**config.mk**
```make
export PLATFORM = sky130hd
export DESIGN_NAME = fetch_pc_ctrl
export DESIGN_NICKNAME = d
export VERILOG_FILES = /design/src/rtl/fetch_pc_ctrl_pkg.sv /design/src/rtl/fetch_pc_ctrl.sv
export SDC_FILE = /design/constraint.sdc
export NUM_CORES = 1
export LEC_CHECK = 0
export BUFFER_PORTS_ARGS = -buffer_cell sky130_fd_sc_hd__buf_2
export CORE_ASPECT_RATIO = 1.5
export CORE_MARGIN = 1
export CORE_UTILIZATION = 30
export CTS_BUF_LIST = sky130_fd_sc_hd__clkbuf_16
export DETAILED_ROUTE_END_ITERATION = 12
export HOLD_SLACK_MARGIN = 0.05
export PLACE_DENSITY = 0.6
export SYNTH_ARGS = -nofsm -noshare
export SYNTH_HDL_FRONTEND = slang
export SYNTH_SLANG_ARGS = --single-unit
```
**constraint.sdc**
```tcl
create_clock -name clk -period 10.7 [get_ports clk]
set_input_delay 2.14 -clock clk [delete_from_list [all_inputs] [get_ports clk]]
set_output_delay 2.14 -clock clk [all_outputs]
set_load 0.005 [all_outputs]
```
**src/rtl/fetch_pc_ctrl_pkg.sv**
```systemverilog
// Shared types and constants for the fetch PC controller.
// Reset PC is common with the CSR/trap path.
package fetch_pc_ctrl_pkg;

    localparam logic [63:0] PC_RESET_DEFAULT = 64'h8000_0000;
    localparam logic [63:0] INSTR_BYTES      = 64'd4;

    typedef enum logic [1:0] {
        FS_IDLE,
        FS_WAIT,
        FS_DROP,
        FS_HOLD
    } fetch_state_t;

    function automatic logic [63:0] seq_pc(input logic [63:0] pc);
        return pc + INSTR_BYTES;
    endfunction

endpackage

```
**src/rtl/fetch_pc_ctrl.sv**
```systemverilog
// Fetch-stage PC generator and instruction-bus requester.
// Drives the F->D register and drops wrong-path bus returns.
module fetch_pc_ctrl
    import fetch_pc_ctrl_pkg::*;
#(
    parameter logic [63:0] PC_RESET = PC_RESET_DEFAULT
) (
    input  logic        clk,
    input  logic        reset,
    input  logic        redirect,
    input  logic [63:0] redirect_pc,
    input  logic        stall,
    output logic        ireq_valid,
    output logic [63:0] ireq_addr,
    input  logic        iresp_data_ok,
    input  logic [31:0] iresp_data,
    output logic        f_valid,
    output logic [63:0] f_pc,
    output logic [31:0] f_instr,
    output logic [63:0] f_next_pc
);

    fetch_state_t state_q;
    fetch_state_t state_d;
    logic [63:0]  pc_q;
    logic [63:0]  pend_q;
    logic         f_valid_q;
    logic [63:0]  f_pc_q;
    logic [31:0]  f_instr_q;

    always_ff @(posedge clk or posedge reset) begin
        if (reset) begin
            state_q   <= FS_IDLE;
            pc_q      <= PC_RESET;
            pend_q    <= '0;
            f_valid_q <= 1'b0;
            f_pc_q    <= '0;
            f_instr_q <= '0;
        end else begin
            state_q <= state_d;
            case (state_q)
                FS_WAIT: begin
                    if (iresp_data_ok) begin
                        if (redirect) begin
                            pc_q <= redirect_pc;
                        end else begin
                            f_valid_q <= 1'b1;
                            f_pc_q    <= pc_q;
                            f_instr_q <= iresp_data;
                        end
                    end else if (redirect) begin
                        pend_q <= redirect_pc;
                    end
                end
                // The bus cannot abort, so the latest target waits in pend_q.
                FS_DROP: begin
                    if (iresp_data_ok) begin
                        pc_q <= redirect ? redirect_pc : pend_q;
                    end else if (redirect) begin
                        pend_q <= redirect_pc;
                    end
                end
                FS_HOLD: begin
                    if (redirect) begin
                        f_valid_q <= 1'b0;
                        pc_q      <= redirect_pc;
                    end else if (!stall) begin
                        f_valid_q <= 1'b0;
                        pc_q      <= seq_pc(pc_q);
                    end
                end
                default: ;
            endcase
        end
    end

    always_comb begin
        state_d = state_q;
        case (state_q)
            FS_IDLE: state_d = FS_WAIT;
            FS_WAIT: begin
                if (iresp_data_ok && !redirect) begin
                    state_d = FS_HOLD;
                end else if (!iresp_data_ok && redirect) begin
                    state_d = FS_DROP;
                end
            end
            FS_DROP: begin
                if (iresp_data_ok) begin
                    state_d = FS_WAIT;
                end
            end
            FS_HOLD: begin
                if (redirect || !stall) begin
                    state_d = FS_WAIT;
                end
            end
            default: state_d = FS_IDLE;
        endcase
    end

    always_comb begin
        ireq_valid = (state_q == FS_WAIT) || (state_q == FS_DROP);
        ireq_addr  = pc_q;
        f_valid    = f_valid_q;
        f_pc       = f_pc_q;
        f_instr    = f_instr_q;
        f_next_pc  = seq_pc(f_pc_q);
    end

endmodule

```
=== Word level (Yosys, flattened, before mapping) ===
Cells that the tools add are included.

* Bits in registers: 227
* Input port bits: 101
* Output and inout port bits: 226
* Word-level logic and storage cells: 53

* Add/subtract/negate cells: 2
* Equality and inequality tests: 10
* Mux-type cells: 17
* Bitwise operators: 2
* Reductions and logical operators: 16

{| class="wikitable"
|+ Operator list
! kind !! number
|-
| 2-to-1 mux 64 bit || 6
|-
| one-hot mux 64 bit (3 select lines) || 1
|-
| adder 64 x 3 -> 64 bit, second input constant || 2
|-
| != test 2 bit, second input constant || 5
|-
| 2-to-1 mux 2 bit || 4
|-
| one-hot mux 2 bit (4 select lines) || 1
|-
| != test 3 bit, second input constant || 2
|-
| AND reduction 3 bit || 2
|-
| AND reduction 5 bit || 1
|-
| equality test 2 bit, second input constant || 2
|-
| 2-to-1 mux 1 bit || 4
|-
| AND reduction 4 bit || 1
|-
| logical NOT 1 bit || 3
|-
| nonzero test 3 bit || 1
|-
| equality test 2 x 1 -> 1 bit, second input constant || 1
|-
| logical AND 1 bit || 2
|-
| logical NOT 2 bit || 1
|-
| logical OR 1 bit || 2
|-
| NOT 1 bit || 2
|-
| one-hot mux 1 bit (2 select lines) || 1
|-
| AND reduction 2 bit || 1
|-
| nonzero test 2 bit || 1
|-
| OR reduction 2 bit || 1
|}

=== Logic depth before layout (Yosys ltp) ===
* Depth in word-level cells: 5
* Mapped depth: 11
* Gate-level depth less buffers: 7

=== Least setup slack after synthesis ===
Ideal clock, no wire load.

* Kind: input -> register
* From: input port redirect
* To: register f_instr_q[10] (netlist: f_instr[10])
* Library setup time: 0.125 ns
* Data arrival time: 4.192 ns
* Data required time: 10.575 ns
* Setup slack: 6.383 ns
* Stages on the path: 8
* Path buffers: 4
* Cell sequence: clkbuf_1 > clkbuf_1 > inv_1 > ha_1 > nand2_1 > buf_1 > clkbuf_1 > mux2_2

* Word-level cells in the longest chain between the ends: 2

{| class="wikitable"
|+ RTL lines
! what !! RTL line !! text
|-
| start: declaration || fetch_pc_ctrl.sv:10 || <nowiki>input logic redirect,</nowiki>
|-
| NOT 1 bit (no line) || - ||
|-
| AND reduction 3 bit (no line) || - ||
|-
| end signal: assignment || fetch_pc_ctrl.sv:49 || <nowiki>f_instr_q <= iresp_data;</nowiki>
|-
| end: declaration || fetch_pc_ctrl.sv:29 || <nowiki>logic [31:0] f_instr_q;</nowiki>
|}

Every way passes these cells.
A chain may end at the register's enable or synchronous reset.

=== Worst setup path in the final report ===
* From: register f_pc_q[8] (netlist: f_pc[8])
* To: output port f_next_pc[59]

* Word-level cells in the longest chain between the ends: 1

{| class="wikitable"
|+ RTL lines
! what !! RTL line !! text
|-
| start: declaration || fetch_pc_ctrl.sv:28 || <nowiki>logic [63:0] f_pc_q;</nowiki>
|-
| start signal: assignment || fetch_pc_ctrl.sv:48 || <nowiki>f_pc_q <= pc_q;</nowiki>
|-
| adder 64 x 3 -> 64 bit || fetch_pc_ctrl_pkg.sv:16 || <nowiki>return pc + INSTR_BYTES;</nowiki>
|-
| end: declaration || fetch_pc_ctrl.sv:20 || <nowiki>output logic [63:0] f_next_pc</nowiki>
|}

Every way passes these cells.

==> summary.md <==
| Metric | Value |
|---|---|
| Row cnt | `90` |
| Gate power share | `41.1%` |
| Layout Skew | `20.8 ps` |
| Post-Syn Area | `12400 sq um` |
| Fin. Hold Viols | `0` |
| Layout fillers | `~4100` |
| R2r worst-path depth | `8` |
| Die outline height | `251 um` |
| GRT Total Usage | `19.4%` |
| Max Cap Viol | `0` |
| Total Wirelength | `41800 um` |
| Rel. slew slack | `26.7%` |
| Mean number of vias per cell | `approximately 5.5` |
| Int Power | `about 2600 uW` |
| Longest Clk Path Bufs | `3` |
| Switch share | `approximately 42%` |
| Clock H-tree levels | `1` |
| Tot Pwr | `roughly 4500 uW` |
| Final setup viols | `0` |
| Post-CTS sizing | `0` |
| Clk Latency, worst-skew pair | `550 ps` |
| Area Overhead vs Synth | `22.9%` |
| Min-delay worst type | `flop to flop` |
| Non-Filler Instances | `2030` |
| Worst reg2reg path endpoint | `ireq_addr[60]` |
| Vias in the first global route | `10500` |
| Max Clk Rate | `185 MHz` |
| Final core occ | `37.6%` |
| Min-delay src | `pend_q[2]` |
| Post-synth top flop | `dfrtp_1` |
| Leakage power | `0.00674 uW` |
| ANT nets after route | `0` |
| Yosys reg bits | `approximately 230` |
| Fin. max-slew vios | `0` |
| CP endpoint | `f_next_pc[59]` |
| Chip width | `roughly 170 um` |
| CTS tree | `yes` |
| Worst setup path category | `flop to output pin` |
| Cells after Synth | `1219` |
| Syn Nets | `1327` |
| CP arrival | `around 3300 ps` |
| Library cells used by synthesis | `63` |
| Clk sinks | `227` |
| RSZ-0062 raised after global routing | `false` |
| WP data required | `8560 ps` |
| Clock transition at path regs | `60 ps` |
| Core Region | `~40000 sq um` |
| Detailed router's first-iteration violation count | `854` |
| Cell Pwr Density | `299 nW/um^2` |
| Status | `finished clean` |
| GRT overflow | `0` |
| Inst Count DP | `1977` |
| Routed vias | `about 11000` |
| Die Area | `42100 sq um` |
| Ys async rst share | `100%` |
| DPL Wire Length | `30600 um` |
| Startpoint Class | `flop` |
| Drt first pass iters | `5` |
| Layout cell share with drive strength beyond 1 | `35.7%` |
| Net Sw Power | `1910 uW` |
| Initial antenna violation count | `15` |
| Peak VDD IR | `0.000125 V` |
| Largest net degree at the start of global routing | `113` |
| CTS buffer count | `25` |
| Synth warn | `0` |
| Starting Density | `between 30% and 40%` |
| WL per Instance | `just over 20 um` |
| Flop pwr share | `41.1%` |
| First-pass GRT wire length | `about 63000 um` |
| Gpl congestion | `0.875` |
| Part of the cycle the worst path needs | `50.4%` |
| Post-layout min period | `5390 ps` |
| DRC | `0` |
| Hold buffers post-CTS | `0` |
| CTS root buf | `clkbuf_16` |
| Syn_area_per_cell | `10.2 sq um` |
| Post-CTS setup buffer count | `0` |
| Worst Path Max Fanout | `7` |
| Sequential area share after synthesis | `45.9%` |
| TNS Setup | `0 ps` |
| IO Pins | `approximately 330` |
| Crit. Startpoint | `f_pc[8]` |
| EDFF count, synth | `0` |
| # nets final | `1606` |
| Crit end category | `output pin` |
| PortBufs | `326` |
| Slew @ Worst Pin | `about 1100 ps` |
| Reg-to-Reg Start | `state_q[0]` |
| R2R setup slack | `7180 ps` |
| Power share of the clock group | `17.8%` |
[power groups by stage]
stage | clock, uW | sequential [uW] | combinational (uW)
after floorplan | 0 | 1690 | 1150
after global placement | 0 | 1840 | 1840
after detailed placement | 0 | 1870 | 1880
after CTS | 833 | 1860 | 1880
after global routing | 863 | 1940 | 2060
final | 809 | 1870 | 1860
[worst min-delay path by stage]
stage | end | slack [ps] | cells past startpoint
5_1_grt | pend_q[39] | 520 | 1
3_5_place_dp | pend_q[2] | 480 | 2
2_1_floorplan | pend_q[2] | 450 | 2
6_report | pend_q[2] | 500 | 2
4_1_cts | pend_q[2] | 500 | 2
3_3_place_gp | pend_q[2] | 460 | 2
[layer usage]
layer | global-route usage (%) | vias to the layer above | wire length (um)
met5 | 0 | - | 113
met4 | 7.86 | 18 | 1630
met3 | 3.75 | 100 | 2840
met2 | 32.7 | 448 | 20500
met1 | 24.1 | 5389 | 16700
li1 | - | 5137 | -
[synth_stat cells (all sizes together) (13+ instances only)]
master  instances  area, sq um
xnor2          38          333
xor2           22          193
mux2          144         1620
a22o           17          149
a22oi          48          360
nand3          54          270
nand4          51          340
o21ai          63          315
a221oi         13          114
dfrtp         226         5660
o22ai          14         87.6
clkbuf         60          225
and4           22          193
buf            25          116
inv            38          143
nor4           35          234
or3            15         98.8
or4            13          105
nor3           22          115
nand2         106          398
nor2           57          214
a21oi          28          140
[critical path, stage by stage, from the launching register on]
cell and delay, ps:
dfrtp_1 460, nand4_1 260, nor4_1 760, nand4_1 550, nor4_1 400, xor2_1 170
buf_2 120
[stage by stage]
| stage | instance area (sq um) | setup WS (ps) | hold WS [ps] |
|---|---|---|---|
| finish | 15200 | 5310 | 499 |
| detailed placement | 14400 | 5750 | 483 |
| global route | 15200 | 4980 | 517 |
| global placement | 14400 | 5840 | 465 |
| CTS | 15200 | 5160 | 496 |
| floorplan | 12400 | 2340 | 450 |
[layout by cell type, fill, tap and decap left out, drive strengths merged, types with 25 or more instances in the layout]
cell type and n:
o21ai 63, nor2 57, inv 43, mux2 144, a21oi 28, a22oi 48, xnor2 38, nand3 54
nand2 106, buf 337, dfrtp 226, nand4 51, nor4 35, clkbuf 25
[flip-flops by register name, indices dropped and copies added, names as in the netlist]
name	flops
ireq_addr	64
f_valid	1
state_q	2
f_pc	64
f_instr	32
pend_q	64
[final cells by class]
type                    count  area, sq um  share of cell area (%)
well taps                 506          633                    4.16
diodes                      7         17.5                   0.115
clock inverters            21          123                   0.806
flip-flops and latches    227         5680                    37.4
repair buffers            337         1710                    11.3
multi-input cells         869         6270                    41.2
clock buffers              25          626                    4.11
inverters                  38          150                   0.987
[cell families (layout without fill, tap and decap cells)]
family	count (synthesis)	count (layout)	synth area share, %
DFF	227	227	45.9
adders and majority gates	7	7	0.708
muxes	146	146	13.3
and+or+nand+nor	401	401	17.3
AOI/OAI and AO/OA	255	255	14.7
buffers and inverters	123	421	3.91
xor gates and xnor gates	60	60	4.25
other	0	7	0
Note: power is estimated with default switching activity, not from simulation.
